===== config.mk =====
export PLATFORM = sky130hd
export DESIGN_NAME = change_dispenser
export DESIGN_NICKNAME = d
export VERILOG_FILES = /design/src/rtl/change_dispenser.sv
export SDC_FILE = /design/constraint.sdc
export NUM_CORES = 1
export LEC_CHECK = 0
export CAP_MARGIN = 25
export CORE_MARGIN = 3
export CORE_UTILIZATION = 50
export CTS_CLUSTER_SIZE = 20
export DETAILED_ROUTE_END_ITERATION = 6
export PLACE_DENSITY = 0.84
export SETUP_SLACK_MARGIN = 0.15
export SKIP_LAST_GASP = 1
export SLEW_MARGIN = 40
export SYNTH_ARGS = -nofsm -noshare
export SYNTH_HDL_FRONTEND = slang
export SYNTH_SLANG_ARGS = --single-unit

===== constraint.sdc =====
create_clock -name CLK -period 3.13 [get_ports CLK]
set_clock_uncertainty 0.1 [all_clocks]
set_input_delay 0.313 -clock CLK [delete_from_list [all_inputs] [get_ports CLK]]
set_output_delay 0.313 -clock CLK [all_outputs]
set_load 0.05 [all_outputs]

===== src/rtl/change_dispenser.sv =====
// change_dispenser: pays out a latched change amount one coin at a time,
// greedy largest-denomination first, using a req/ack handshake with the hopper.
// A hopper that never acknowledges latches a sticky ERR that only reset clears.
//
//   state  | meaning
//   S_IDLE | waiting for ACT_IN; a zero amount completes immediately
//   S_REQ  | COIN_REQ high, COIN_SEL stable, waiting for COIN_ACK or timeout
//   S_GAP  | one idle cycle between coins, next coin selected
//   S_FIN  | DONE pulse cycle, then back to IDLE
//   S_ERR  | hopper stalled; frozen until reset
module change_dispenser #(
  parameter int WIDTH   = 4,
  parameter int DEN_HI  = 5,
  parameter int DEN_MID = 2,
  parameter int DEN_LO  = 1,
  parameter int TIMEOUT = 15
) (
  input  logic             CLK,
  input  logic             RD,
  input  logic             ACT_IN,
  input  logic [WIDTH-1:0] CHANGE_IN,
  input  logic             COIN_ACK,
  output logic             COIN_REQ,
  output logic [1:0]       COIN_SEL,
  output logic             BUSY,
  output logic             DONE,
  output logic             ERR,
  output logic [WIDTH-1:0] REMAIN,
  output logic [WIDTH-1:0] COIN_CNT
);

  typedef enum logic [2:0] {S_IDLE, S_REQ, S_GAP, S_FIN, S_ERR} state_t;

  // Timer counts down from TIMEOUT-1; reaching zero without ack is the last allowed REQ cycle.
  localparam int               TW      = $clog2(TIMEOUT + 1);
  localparam logic [TW-1:0]    TO_LOAD = TW'(TIMEOUT - 1);
  localparam logic [WIDTH-1:0] W_HI    = WIDTH'(DEN_HI);
  localparam logic [WIDTH-1:0] W_MID   = WIDTH'(DEN_MID);
  localparam logic [WIDTH-1:0] W_LO    = WIDTH'(DEN_LO);

  function automatic logic [1:0] f_sel(input logic [WIDTH-1:0] amt);
    if (amt >= W_HI)       return 2'b11;
    else if (amt >= W_MID) return 2'b10;
    else if (amt >= W_LO)  return 2'b01;
    else                   return 2'b00;
  endfunction

  function automatic logic [WIDTH-1:0] f_den(input logic [1:0] sel);
    case (sel)
      2'b11:   return W_HI;
      2'b10:   return W_MID;
      2'b01:   return W_LO;
      default: return '0;
    endcase
  endfunction

  state_t           r_state, w_state_nxt;
  logic [TW-1:0]    r_timer, w_timer_nxt;
  logic             r_req, w_req_nxt;
  logic [1:0]       r_sel, w_sel_nxt;
  logic             r_busy, w_busy_nxt;
  logic             r_done, w_done_nxt;
  logic             r_err, w_err_nxt;
  logic [WIDTH-1:0] r_remain, w_remain_nxt;
  logic [WIDTH-1:0] r_cnt, w_cnt_nxt;
  logic [WIDTH-1:0] w_rem_after;

  // COIN_SEL is always a denomination no larger than REMAIN, so this cannot underflow.
  assign w_rem_after = r_remain - f_den(r_sel);

  // State and registered outputs.
  always_ff @(posedge CLK or posedge RD) begin
    if (RD) begin
      r_state  <= S_IDLE;
      r_timer  <= '0;
      r_req    <= 1'b0;
      r_sel    <= 2'b00;
      r_busy   <= 1'b0;
      r_done   <= 1'b0;
      r_err    <= 1'b0;
      r_remain <= '0;
      r_cnt    <= '0;
    end else begin
      r_state  <= w_state_nxt;
      r_timer  <= w_timer_nxt;
      r_req    <= w_req_nxt;
      r_sel    <= w_sel_nxt;
      r_busy   <= w_busy_nxt;
      r_done   <= w_done_nxt;
      r_err    <= w_err_nxt;
      r_remain <= w_remain_nxt;
      r_cnt    <= w_cnt_nxt;
    end
  end

  // Next state and next values of every registered output.
  always_comb begin
    w_state_nxt  = r_state;
    w_timer_nxt  = r_timer;
    w_req_nxt    = r_req;
    w_sel_nxt    = r_sel;
    w_busy_nxt   = r_busy;
    w_done_nxt   = 1'b0;
    w_err_nxt    = r_err;
    w_remain_nxt = r_remain;
    w_cnt_nxt    = r_cnt;
    case (r_state)
      S_IDLE: begin
        if (ACT_IN) begin
          w_cnt_nxt = '0;
          if (CHANGE_IN == '0) begin
            w_done_nxt = 1'b1;
          end else begin
            w_remain_nxt = CHANGE_IN;
            w_busy_nxt   = 1'b1;
            w_req_nxt    = 1'b1;
            w_sel_nxt    = f_sel(CHANGE_IN);
            w_timer_nxt  = TO_LOAD;
            w_state_nxt  = S_REQ;
          end
        end
      end
      S_REQ: begin
        if (COIN_ACK) begin
          w_remain_nxt = w_rem_after;
          w_cnt_nxt    = r_cnt + WIDTH'(1);
          w_req_nxt    = 1'b0;
          if (w_rem_after != '0) begin
            w_state_nxt = S_GAP;
          end else begin
            w_state_nxt = S_FIN;
            w_done_nxt  = 1'b1;
            w_busy_nxt  = 1'b0;
            w_sel_nxt   = 2'b00;
          end
        end else if (r_timer == '0) begin
          w_state_nxt = S_ERR;
          w_err_nxt   = 1'b1;
          w_busy_nxt  = 1'b0;
          w_req_nxt   = 1'b0;
          w_sel_nxt   = 2'b00;
        end else begin
          w_timer_nxt = r_timer - TW'(1);
        end
      end
      S_GAP: begin
        w_sel_nxt   = f_sel(r_remain);
        w_req_nxt   = 1'b1;
        w_timer_nxt = TO_LOAD;
        w_state_nxt = S_REQ;
      end
      S_FIN: begin
        w_state_nxt = S_IDLE;
      end
      S_ERR: begin
        w_state_nxt = S_ERR;
      end
      default: begin
        w_state_nxt = S_IDLE;
      end
    endcase
  end

  assign COIN_REQ = r_req;
  assign COIN_SEL = r_sel;
  assign BUSY     = r_busy;
  assign DONE     = r_done;
  assign ERR      = r_err;
  assign REMAIN   = r_remain;
  assign COIN_CNT = r_cnt;

endmodule

### Word level (Yosys, flattened, before mapping)

Cells that the tools add are included.

| storage, ports and cells | value |
|---|---|
| bits in read-only memories | 0 |
| output and inout port bits | 14 |
| input port bits | 8 |
| bits in registers | 21 |
| latch bits | 0 |
| memory bits (writable) | 0 |
| memories kept | 0 |

| cells by class | value |
|---|---|
| $add $sub $neg | 3 |
| bitwise gates (word level) | 1 |
| equality and inequality tests | 13 |
| multiply operators | 0 |
| shift-type cells | 0 |
| divide/modulo/power cells | 0 |
| reductions and logical operators | 14 |
| multiplexer cells | 44 |
| magnitude comparators | 6 |

Operators by type and width:

| cell | number |
|---|---|
| 4-bit 2-to-1 mux | 9 |
| 2-bit 2-to-1 mux | 9 |
| 4-bit one-hot mux with 2 select lines | 2 |
| 5-bit AND reduction | 3 |
| 1-bit 2-to-1 mux | 13 |
| 3-bit 2-to-1 mux | 4 |
| 3-bit one-hot mux with 4 select lines | 1 |
| 4-bit one-hot mux with 3 select lines | 1 |
| 2-bit inequality test, second input constant | 5 |
| 3-bit one-hot mux with 3 select lines | 1 |
| 3-bit AND reduction | 3 |
| 4-bit by 1-bit >= comparator with 1-bit output, second input constant | 2 |
| 4-bit by 2-bit >= comparator with 1-bit output, second input constant | 2 |
| 4-bit by 3-bit >= comparator with 1-bit output, second input constant | 2 |
| 4-bit zero test | 2 |
| 4-bit AND reduction | 2 |
| 3-bit inequality test, second input constant | 2 |
| 2-bit one-hot mux with 3 select lines | 1 |
| 4-bit by 1-bit adder with 4-bit output, second input constant | 1 |
| 2-bit equality test, second input constant | 2 |
| 1-bit one-hot mux with 2 select lines | 2 |
| 4-bit nonzero test | 1 |
| 4-bit by 1-bit subtractor with 4-bit output, second input constant | 1 |
| 4-bit subtractor | 1 |
| 9 further kinds | 9 |

### Depth between registers and ports, before layout

Gate-level depths: netlist of run 1.

| depth | value |
|---|---|
| depth in word-level cells | 7 |
| mapped depth | 9 |
| mapped depth without buffers | 9 |

### Worst setup path before layout of run 1

OpenSTA, ideal clock, no wires.

| timing path | value |
|---|---|
| path type | register to register |
| start | register r_remain[0] (netlist: REMAIN[0]) |
| end | register r_sel[0] (netlist: COIN_SEL[0]) |
| setup slack | 329 ps |
| setup time | 128 ps |
| required time | 2902 ps |
| data arrival time | 2574 ps |
| period minus slack after synthesis | 2801 ps |
| cell stages (with the launch flop) | 10 |
| path through | dfrtp_1 -> inv_1 -> ha_1 -> inv_1 -> fa_1 -> nand3b_1 -> nor4bb_1 -> nor3b_2 -> nor3_2 -> mux2_1 |

| on the way | value |
|---|---|
| cells in the longest elaborated chain, start to end | 5 |
| elaborated cells on any way between the ends | 11 |

Ends and longest elaborated chain:

| item | RTL line | text |
|---|---|---|
| start, declared | 64 | `logic [WIDTH-1:0] r_remain, w_remain_nxt;` |
| start signal, assigned | 91 | `r_remain <= w_remain_nxt;` |
| 4-bit by 1-bit >= comparator with 1-bit output | 44 | `else if (amt >= W_LO) return 2'b01;` |
| 1-bit 2-to-1 mux | 44 |  |
| 2-bit 2-to-1 mux | 43 | `else if (amt >= W_MID) return 2'b10;` |
| 2-bit 2-to-1 mux | 42 | `if (amt >= W_HI) return 2'b11;` |
| 2-bit one-hot mux with 3 select lines | 107 | `case (r_state)` |
| end signal, assigned | 87 | `r_sel <= w_sel_nxt;` |
| end, declared | 60 | `logic [1:0] r_sel, w_sel_nxt;` |

Parallel ways exist; a longest one is shown, timed or not.
A chain may end at the register's enable or synchronous reset.

### Final worst setup path of run 1

| timing path | value |
|---|---|
| start | register r_remain[0] (netlist: REMAIN[0]) |
| end | register r_sel[1] (netlist: COIN_SEL[1]) |

| on the way | value |
|---|---|
| cells in the longest elaborated chain, start to end | 4 |
| elaborated cells on any way between the ends | 9 |

Ends and longest elaborated chain:

| item | RTL line |
|---|---|
| 4-bit subtractor / 4-bit by 2-bit >= comparator with 1-bit output (equally long branches) | 69, 43 |
| 4-bit nonzero test / 2-bit 2-to-1 mux (equally long branches) | 128, 43 |
| 3-bit inequality test (no line) / 2-bit 2-to-1 mux (equally long branches) | n/a |
| 5-bit AND reduction (no line) / 2-bit one-hot mux with 3 select lines (equally long branches) | n/a |

Parallel ways exist; a longest one is shown, timed or not.

==> results of run 1 <==
Yosys cell counts (all sizes together):
library cell | count | area (um^2)
nor2 | 9 | 33.8
nor3 | 3 | 20.0
o22a | 2 | 17.5
a2bb2oi | 1 | 8.76
nor3b | 3 | 38.8
a211oi | 1 | 7.51
o211ai | 2 | 15.0
o41ai | 2 | 17.5
or2 | 1 | 6.26
and2 | 1 | 8.76
nand2 | 15 | 56.3
o2bb2ai | 1 | 8.76
mux2i | 3 | 30.0
o21ai | 16 | 80.1
ha | 5 | 62.6
a22oi | 1 | 7.51
mux2 | 5 | 56.3
or3 | 2 | 12.5
a31oi | 3 | 25.0
clkbuf | 4 | 15.0
a21oi | 9 | 45.0
nor4 | 3 | 18.8
nand3 | 2 | 10.0
o31ai | 1 | 7.51
dfrtp | 21 | 526
buf | 1 | 5.00
nand2b | 2 | 12.5
a21o | 1 | 7.51
nand3b | 2 | 15.0
nand4 | 1 | 6.26
nor4b | 1 | 8.76
nor2b | 1 | 6.26
xor2 | 3 | 26.3
o21a | 1 | 7.51
nor4bb | 1 | 10.0
inv | 9 | 33.8
fa | 1 | 20.0
a2111oi | 1 | 15.0
critical path, stage by stage, from the launching register on:
cell,delay (ns)
dfrtp_1,0.41
inv_1,0.09
ha_1,0.17
inv_1,0.05
fa_1,0.47
nand3b_1,0.19
nor4bb_1,0.41
nor3b_2,0.10
nor3_2,0.22
mux2_1,0.35
power breakdown:
group / switching [mW] / internal [mW] / total, mW
logic: 0.652 / 0.408 / 1.06
registers: 0.130 / 0.366 / 0.497
clock network: 0.0903 / 0.0479 / 0.138
total: 0.872 / 0.822 / 1.69
stage by stage:
step | area, um^2 | utilization
after floorplan | 1310 | -
after global placement | 1530 | 0.656
after detailed placement | 1530 | 0.656
after CTS | 1560 | 0.667
after global routing | 1560 | 0.667
final | 1560 | 0.667
path summary, 6_finish.rpt:
kind | endpoint | cells after the start
min in group CLK | ERR | 2
max in group asynchronous | REMAIN[2] | 2
max | COIN_SEL[1] | 9
max reg2reg | COIN_SEL[1] | 9
min reg2reg | ERR | 2
min | r_timer[1] | 2
sequential cells by signal, summed over array words and instances, names as in the netlist:
signal / count
REMAIN: 4
COIN_SEL: 2
DONE: 1
ERR: 1
COIN_CNT: 4
r_state: 3
r_timer: 4
BUSY: 1
COIN_REQ: 1
routing by layer:
metal	track usage	routed length, um	vias up
met3	0.0656	261	19
li1	-	-	554
met1	0.277	1350	555
met5	0	0	-
met2	0.351	1530	75
met4	0.123	148	0
kinds of logic (layout without fill, tap and decap cells):
family / Yosys count / count (layout)
compound gates: 42 / 42
xor+xnor: 3 / 3
fa+ha+maj: 6 / 6
buf+inv: 14 / 34
flops: 21 / 21
mux: 8 / 8
simple gates: 47 / 47
area by class of cell:
class / count / area (um^2) / area share
clock inverters: 1 / 5.00 / 0.00321
inverters: 9 / 33.8 / 0.0216
flip-flops and latches: 21 / 526 / 0.337
well taps: 28 / 35.0 / 0.0224
multi-input cells: 106 / 729 / 0.467
repair buffers: 21 / 210 / 0.135
clock buffers: 3 / 22.5 / 0.0144
==> run metrics, run 1 <==
Simple-Gate Fraction of Synth Area=0.202; Crit Path Class=flop to flop; Starting DRT DRC Count=roughly 50; first-pass GRT wire length=5730 um; Detail Route Antenna Nets=0; Vias per Instance=6.37; synthesized area per cell=around 9.3 um^2; GP Congestion=0.851; Ports=22; worst vdd ir=719 uV; crit-path max FO=3; routed len/inst=17.4 um; proportion of layout cells with a drive suffix above 1=0.0870; Slew Limit Headroom=0.652; mux cell area share after synthesis=0.0660; Placed Cells=185; die area=3270 um^2; antenna violations before repair=0; Worst Max-Slew Pin Slew=between 0.5 and 0.6 ns; worst min path class=input port to asynchronous set/reset pin; vias in the first global route=~1200; clk_lat worst skew=0.32 ns; CTS Buffer Depth=2; WP data arrival=roughly 2.8 ns; final setup violation count=0; PostCTS Resize Cnt=0; Post-CTS Hold Fix Bufs=0; part of the cycle the worst path needs=0.851; Die W=57.2 um; xor-xnor portion of the synthesized cell area=0.0201; status=complete, no violations; # fillers=193; Setup TNS=0 ns; Detailed Place HPWL=~2400 um; Worst-path clk slew=0.13 ns; # rows=17; Crit Reg-Reg Startpoint=REMAIN[0]; Static Leakage=0.637 nW; max-cap violations=0; Initial Util=0.559; Startpoint Class=flop; unrepaired setup endpoints after global routing=false; Post-CTS Setup Bufs=0; DRT Pass-1 Iters=4; Post-Synth Adder-Cell Area=0.0631; largest net degree at the start of global routing=22; Place WS=just over 0.5 ns; H-tree Lvls=1; chip height=57.2 um; final cell count without fillers=between 150 and 200; hold_ws=between 0.2 and 0.25 ns; Highest Clock Rate=375 MHz; r2r setup slk=0.47 ns; CTS tree=done; clk sink count=21; TritonCTS Buffers=3; flops & latches, synth=21; I/O Buffers=21; Worst Setup End Kind=flop; Detailed Route WL=3300 um; Seq/Total Area, Yosys=0.402; Vias=1203; Yosys cell types=43; Post-route DRC=0; crit path time final=~2.7 ns; slack of the critical path=approximately 0.47 ns; Post-Syn Instances=about 140; grt ovf=0; Compound-Gate Fraction of Synth Area=0.207; clock root cell=clkbuf_4; largest family of logic cells by synthesized area=compound AO/OA/AOI/OAI gates; Tot GR Track Use=0.224; Final Max Tran Viols=0; WP data required=3.25 ns; Core ar.=2340 um^2; Area Growth Syn to Fin=19.3%; yosys synthesis warning count=0; post-layout net count=176; most frequent cells in the layout=dfrtp_1, clkdlybuf4s50_1, o21ai_0, nand2_1; mapped cell area=1310 um^2; Post-Syn Nets=155; Hold Vio Cnt, Final=0; number of diodes=0; Critical Path Source=REMAIN[0]; final total power=between 1.5 and 2 mW; pwr dens=1090 nW/um^2
(Power assumes the default switching activity.)
==> inputs of run 2 (changes only) <==
--- a/config.mk
+++ b/config.mk
@@ -11,6 +11,7 @@
 export CTS_CLUSTER_SIZE = 20
 export DETAILED_ROUTE_END_ITERATION = 6
 export PLACE_DENSITY = 0.84
+export RECOVER_POWER = 50
 export SETUP_SLACK_MARGIN = 0.15
 export SKIP_LAST_GASP = 1
 export SLEW_MARGIN = 40
==> constraint.sdc (replaced) <==
create_clock -name CLK -period 3.4 [get_ports CLK]
set_clock_uncertainty 0.1 [all_clocks]
set_input_delay 0.34 -clock CLK [delete_from_list [all_inputs] [get_ports CLK]]
set_output_delay 0.34 -clock CLK [all_outputs]
set_load 0.05 [all_outputs]
==> run metrics, run 2 (same netlist as run 1, synthesis figures left out) <==
status=complete, no violations; commonest non-fill, non-tap cell in the layout=dfrtp_1; antenna violations before repair=0 (unchanged); Crit Path Class=flop to flop; grt ovf=0 (unchanged); P_sw=0.801 mW (-8.1%); Die W=57.2 um (unchanged); Starting DRT DRC Count=43 (-12%); routed len/inst=17.4 um (-0.24%); largest net degree at the start of global routing=22 (unchanged); Seq pwr share=0.294 (about the same); Ports=22 (unchanged); max-cap violations=0 (unchanged); final setup violation count=0 (unchanged); CTS Buffer Depth=2 (unchanged); clk sink count=21 (unchanged); Int Power=0.749 mW (-8.9%); Setup TNS=0 ns (unchanged); die area=3270 um^2 (unchanged); # fillers=195 (+1.0%); Post-CTS Hold Fix Bufs=0 (unchanged); Hold Vio Cnt, Final=0 (unchanged); Finished Cell Area=1550 um^2 (-0.72%); Vias per Instance=6.37 (unchanged); hold_sp=ERR; Final Max Tran Viols=0 (unchanged); most frequent cells in the layout=dfrtp_1, clkdlybuf4s50_1, o21ai_0, nand2_1; Detailed Place HPWL=2430 um (unchanged); crit path time final=2.84 ns (+0.171 ns); Reg area=526 um^2 (unchanged); WP buf/inv=0 (-2); clk_lat worst skew=0.31 ns (about the same); GP Congestion=0.851 (unchanged); Detail Route Antenna Nets=0 (unchanged); Highest Clock Rate=353 MHz (-6.0%); I/O Buffers=21 (unchanged); Slew Limit Headroom=0.144 (-0.509); Worst-path clk slew=0.12 ns (about the same); Core ar.=2340 um^2 (unchanged); crit-path cells=nor3b_1 -> and2_4 -> nor3b_2 -> nor3_2 -> mux2_1; proportion of layout cells with a drive suffix above 1=0.0745 (-0.0124); Worst Setup End Kind=flop; pwr dens=1000 nW/um^2 (-7.8%); TritonCTS Buffers=3 (unchanged); Startpoint Class=flop; Crit Reg-Reg Startpoint=r_state[2]; Placed Cells=185 (unchanged); clock root cell=clkbuf_4; DRT Pass-1 Iters=4 (unchanged); chip height=57.2 um (unchanged); Post-route DRC=0 (unchanged); CTS tree=done; Worst path max stage delay=1.09 ns (+0.62 ns); multi-input logic area=718 um^2 (-1.5%); crit-path max FO=14 (+11); Area after DPL=1530 um^2 (unchanged); first-pass GRT wire length=5730 um (unchanged); H-tree Lvls=1 (unchanged); worst vdd ir=661 uV (-8.0%); part of the cycle the worst path needs=0.834 (-0.0174); Tot GR Track Use=0.224 (unchanged); final cell count without fillers=189 (unchanged); number of diodes=0 (unchanged); Static Leakage=0.638 nW (+0.17%); Post-CTS Setup Bufs=0 (unchanged); PostCTS Resize Cnt=0 (unchanged); post-layout net count=176 (unchanged); Detailed Route WL=3290 um (-0.24%); Area Growth Syn to Fin=18.5%; WP data arrival=2.94 ns (+0.16 ns); Vias=1203 (unchanged); Critical Path Source=r_state[2]; # rows=17 (unchanged); Initial Util=0.559 (unchanged); clock power share=0.081 (about the same); WP data required=3.51 ns (+0.26 ns); Combinational Power Share=0.625 (about the same); Worst Max-Slew Pin Slew=1.28 ns (+0.761 ns); unrepaired setup endpoints after global routing=false; vias in the first global route=1218 (unchanged); worst min path class=flop to flop; CP top delay family=simple AND/OR/NAND/NOR gates; Switching Fraction=0.517 (+0.00201); Worst path slowest cell=nor3b_1; final total power=1.55 mW (-8.5%); hold_ws=0.393 ns (+0.187 ns)
[run 2: final timing paths]
path                                     to  slack [ns]  cells after the start
worst min-delay path                    ERR        0.39                      2
worst max register to register  COIN_SEL[1]        0.56                      5
worst max-delay path            COIN_SEL[1]        0.56                      5
min in group asynchronous        r_timer[1]        0.51                      2
max in group asynchronous         REMAIN[2]        2.17                      2
worst min register to register          ERR        0.39                      2
[run 2: power groups by stage]
stage	combinational (mW)	sequential (mW)	clock [mW]
after global routing	1.06	0.472	0.136
final	0.969	0.456	0.125
after global placement	0.933	0.453	0
after CTS	0.972	0.456	0.128
after floorplan	0.522	0.633	0
after detailed placement	0.966	0.462	0
[run 2: through the flow]
step | utilization | setup WS [ns]
2_1_floorplan | - | 0.599
3_3_place_gp | 0.656 | 0.875
3_5_place_dp | 0.656 | 0.775
4_1_cts | 0.667 | 0.764
5_1_grt | 0.663 | 0.418
6_report | 0.663 | 0.564
[run 2: area by class of cell]
class | instances | area share
Clock buffer | 3 | 0.0145
Clock inverter | 1 | 0.00323
Inverter | 9 | 0.0218
Multi-Input combinational cell | 106 | 0.463
Sequential cell | 21 | 0.339
Tap cell | 28 | 0.0226
Timing Repair Buffer | 21 | 0.136
[run 2: routing by layer]
layer	vias up	track usage	wire length [um]
met5	-	0	0
met4	0	0.123	133
met3	16	0.0656	247
met2	66	0.351	1540
met1	564	0.277	1370
li1	557	-	-
[run 2: tightest hold or removal path, cell delays in order (launching register included)]
cell	delay (ns)
dfrtp_1	0.37
inv_1	0.04
o31ai_1	0.06
==> inputs of run 3 (changes only) <==
==> constraint.sdc (replaced) <==
create_clock -name CLK -period 2.9 [get_ports CLK]
set_clock_uncertainty 0.1 [all_clocks]
set_input_delay 0.29 -clock CLK [delete_from_list [all_inputs] [get_ports CLK]]
set_output_delay 0.29 -clock CLK [all_outputs]
set_load 0.05 [all_outputs]
==> run metrics, run 3 (same netlist as run 1, synthesis figures left out) <==
commonest non-fill, non-tap cell in the layout=dfrtp_1; Post-CTS Hold Fix Bufs=0 (unchanged); first-pass GRT wire length=5660 um (-1.1%); # rows=17 (unchanged); DRT Pass-1 Iters=4 (unchanged); GR peak layer=met2; Worst Setup End Kind=flop; multi-input logic area=737 um^2 (+2.6%); antenna violations before repair=0 (unchanged); Post-CTS Setup Bufs=0 (unchanged); vias in the first global route=1161 (-4.7%); Placed Cells=186 (+0.54%); clock root cell=clkbuf_4; unrepaired setup endpoints after global routing=false; proportion of layout cells with a drive suffix above 1=0.0988 (+0.0242); Setup TNS=0 ns (unchanged); Core ar.=2340 um^2 (unchanged); WP data arrival=2.72 ns (-0.22 ns); Startpoint Class=flop; final setup violation count=0 (unchanged); Vias=1199 (-0.33%); Initial Util=0.559 (unchanged); met3 usage=0.0633 (-0.00226); Tot GR Track Use=0.224 (-0.000682); clk sink count=21 (unchanged); Ports=22 (unchanged); PostCTS Resize Cnt=0 (unchanged); Area Growth Syn to Fin=20.6%; Die W=57.2 um (unchanged); routing usage on met1=0.281 (+0.00347); pwr dens=1200 nW/um^2 (+20%); I/O Buffers=21 (unchanged); Final Max Tran Viols=0 (unchanged); number of diodes=0 (unchanged); worst vdd ir=962 uV (+46%); Highest Clock Rate=385 MHz (+9.1%); TritonCTS Buffers=3 (unchanged); CTS Buffer Depth=2 (unchanged); clk_lat worst skew=0.33 ns (+0.02 ns); die area=3270 um^2 (unchanged); Detailed Place HPWL=2480 um (+2.0%); Post-route DRC=0 (unchanged); CTS tree=done; Detailed Route WL=3370 um (+2.6%); crit-path max FO=3 (-11); M2 GR Usage=0.359 (+0.00816); Detail Route Antenna Nets=0 (unchanged); chip height=57.2 um (unchanged); Reg area=528 um^2 (+0.48%); Starting DRT DRC Count=55 (+28%); max-cap violations=0 (unchanged); final cell count without fillers=190 (+0.53%); status=complete, no violations; grt ovf=0 (unchanged); Worst Max-Slew Pin Slew=0.805 ns (-0.477 ns); largest net degree at the start of global routing=22 (unchanged); part of the cycle the worst path needs=0.897 (+0.0626); Worst-path clk slew=0.12 ns (about the same); hold_ws=0.373 ns (-0.0200 ns); Crit Path Class=flop to flop; GP Congestion=0.864 (+1.5%); final total power=1.89 mW (+22%); # fillers=192 (-1.5%); Hold Vio Cnt, Final=0 (unchanged); most frequent cells in the layout=dfrtp_1, clkdlybuf4s50_1, o21ai_0, nand2_1; crit path time final=2.60 ns (-0.235 ns); Vias per Instance=6.31 (-0.86%); H-tree Lvls=1 (unchanged); Slew Limit Headroom=0.463 (+0.319); routed len/inst=17.8 um (+2.1%); post-layout net count=177 (+0.57%); worst min path class=flop to flop; Final Util=0.675 (+0.0123); WP data required=3.02 ns (-0.49 ns); Static Leakage=0.638 nW (about the same)
run 3: cell types whose count changed in the layout (fill, tap and decap cells not counted), sizes merged:
| cell | previous run | this run |
|---|---|---|
| clkdlybuf4s50 | 19 | 17 |
| buf | 0 | 1 |
| dlygate4sd3 | 2 | 4 |
run 3: per-stage QoR:
| stage | setup slack [ns] | instance area [um^2] |
|---|---|---|
| 3_5_place_dp | 0.264 | 1540 |
| 5_1_grt | 0.191 | 1580 |
| 2_1_floorplan | 0.226 | 1310 |
| 6_report | 0.300 | 1580 |
| 4_1_cts | 0.248 | 1570 |
| 3_3_place_gp | 0.353 | 1540 |
run 3: worst paths after layout:
| kind | startpoint | end | slack, ns | cells after the start |
|---|---|---|---|---|
| setup / recovery | REMAIN[0] | COIN_SEL[0] | 0.30 | 9 |
| hold / removal | ERR | ERR | 0.37 | 2 |
| setup reg to reg | REMAIN[0] | COIN_SEL[0] | 0.30 | 9 |
| hold reg to reg | ERR | ERR | 0.37 | 2 |
| max in group asynchronous | RD | REMAIN[0] | 1.71 | 2 |
| min in group asynchronous | RD | r_state[2] | 0.44 | 2 |
run 3: layer usage:
| metal | wire (um) | part of all wire |
|---|---|---|
| met3 | 198 | 0.059 |
| met1 | 1440 | 0.43 |
| met4 | 102 | 0.030 |
| met5 | 0 | 0 |
| met2 | 1630 | 0.48 |
run 3: final cells by class:
type                    instances  area share
multi-input cells             106       0.467
flip-flops and latches         21       0.334
repair buffers                 22       0.138
well taps                      28      0.0222
inverters                       9      0.0214
clock buffers                   3      0.0143
clock inverters                 1     0.00317
run 3: power breakdown:
| group | switching, mW | leakage, nW | internal, mW |
|---|---|---|---|
| clock network | 0.0966 | 0.0177 | 0.0519 |
| logic | 0.750 | 0.374 | 0.448 |
| registers | 0.144 | 0.247 | 0.398 |
| total | 0.991 | 0.638 | 0.898 |
run 3: worst max-delay path, cell delays in order, from the launching register on:
cell and delay [ns]:
dfrtp_2 0.42, inv_1 0.08, ha_1 0.17, inv_1 0.06
fa_1 0.45, nand3b_1 0.19, nor4bb_2 0.36, nor3b_2 0.11
nor3_2 0.22, mux2_1 0.35
==> edit 1, RTL diff (config.mk and constraints of run 1) <==
Change the parameter `WIDTH` from 4 to 6.
--- a/src/rtl/change_dispenser.sv
+++ b/src/rtl/change_dispenser.sv
@@ -11,3 +11,3 @@
 module change_dispenser #(
-  parameter int WIDTH   = 4,
+  parameter int WIDTH   = 6,
   parameter int DEN_HI  = 5,
Interface: changed (resized CHANGE_IN, COIN_CNT and REMAIN); port bits go from 22 to 28. No check against the original RTL was run, so the function may have changed too.
==> edit 1 against run 1 <==
- worst setup slack improved by 0.10 ns
- synthesized cell count increased by 19%
- first-iteration DRC count increased by 98%
- final area increased by 17%
- wire length decreased by 4.1%
- power increased by 20%
- sequential cell count increased by 4
- die area increased by 13%
- cell count increased by 19%
- combinational power increased by 23%
- area after synthesis increased by 15%
- count of clock-buffer cells in the layout increased by 1
==> edit 1: results <==
metrics = {
    "run_status": {
        "status": "complete, no violations",
    },
    "critical_path": {
        "rrSetupSlack_ns": 0.57,
        "timing.critical_path.arrival_ns": 2.68,
        "slowest_stage": "dfrtp_1",
        "path_delay_family": "compound AO/OA/AOI/OAI gates",
        "crit_fanout": 6,
        "reg2reg_depth": 8,
        "worstReg2RegStart": "COIN_SEL[0]",
    },
    "timing": {
        "max_slew_margin_pct": 62.3,
    },
    "logic_synthesis": {
        "ys_seq_area_share_pct": 41.5,
        "syn_nets": 184,
        "ys_top_cells_by_area": "dfrtp_1 (42%), nor2_1 (5.5%), ha_1 (5.0%), xor2_1 (4.7%), nand2_1 (4.5%)",
        "synth_edf_count": 0,
        "synth_common_cells": "dfrtp_1 (25), nor2_1 (22), nand2_1 (18)",
        "async_reset_ff_share_pct": 100,
    },
    "global_routing": {
        "grt_pass1_vias": 1214,
        "grt_pass1_wl_mm": 5.26,
        "track_usage_pct": 19.0,
        "grt_max_degree": 26,
    },
    "detailed_routing": {
        "wirelength_mm": 3.16,
        "dr_total_vias": 1279,
        "drt_iter0_drc": 97,
    },
    "cells_and_area": {
        "drive_gt1_share_pct": 7.77,
        "fillCellCount": 229,
        "nets": 210,
    },
    "place": {
        "place_hpwl_mm": 2.56,
        "numPortBuffers": 27,
        "placed_area_um2": 1790,
        "place_congestion": 0.905,
    },
    "power": {
        "swShare_pct": 51.3,
        "p_leak_uw": 0.000794,
    },
}
edit 1: cell types whose count changed after synthesis, sizes merged, moves of 3 or more:
| cell | change |
|---|---|
| a31oi | -3 |
| xor2 | +5 |
| nor3 | +3 |
| nand2 | +3 |
| buf | +3 |
| nor2 | +13 |
| o21ai | -6 |
| dfrtp | +4 |
edit 1: area by class of cell:
type,instances,area (um2),area share (%)
multi-input cells,128,821,45.1
well taps,31,38.8,2.13
clock buffers,4,26.3,1.44
repair buffers,28,278,15.3
inverters,8,30.0,1.65
flip-flops and latches,25,626,34.4
edit 1: worst max-delay path by stage:
stage / start / endpoint / cells after the start
3_5_place_dp: COIN_SEL[0] / COIN_SEL[0] / 8
3_3_place_gp: COIN_SEL[0] / COIN_SEL[0] / 8
2_1_floorplan: COIN_SEL[0] / COIN_SEL[0] / 8
6_report: COIN_SEL[0] / COIN_SEL[1] / 8
4_1_cts: COIN_SEL[0] / COIN_SEL[0] / 8
5_1_grt: COIN_SEL[0] / COIN_SEL[0] / 8
edit 1: per-layer routing:
layer / track usage (%) / vias up / wire length (um)
met4: 6.50 / 0 / 31
met5: 0 / - / 0
met2: 29.8 / 42 / 1460
li1: - / 640 / -
met1: 27.0 / 593 / 1450
met3: 2.55 / 4 / 209
edit 1: stage by stage:
stage | cells | hold WS [ns] | worst slack (ns)
detailed placement | 220 | 0.360 | 0.590
finish | 224 | 0.229 | 0.568
CTS | 224 | 0.242 | 0.573
global route | 224 | 0.261 | 0.400
floorplan | 168 | 0.240 | 0.432
global placement | 220 | 0.366 | 0.671
edit 1: cell families after synthesis:
| group | Yosys count | synth area share, % |
|---|---|---|
| AO/OA/AOI/OAI | 41 | 18.6 |
| XOR/XNOR | 10 | 5.81 |
| adder cells (fa/ha/maj) | 6 | 4.98 |
| buffers and inverters | 15 | 3.99 |
| flip-flops | 25 | 41.5 |
| multiplexers | 6 | 4.40 |
| AND/OR/NAND/NOR | 65 | 20.7 |
edit 1: power groups by stage:
stage | Clock [uW] | Combinational, uW | Sequential (uW)
after floorplan | 0 | 688 | 850
after global placement | 0 | 1260 | 589
after detailed placement | 0 | 1290 | 600
after CTS | 148 | 1300 | 592
after global routing | 158 | 1410 | 618
final | 142 | 1300 | 592
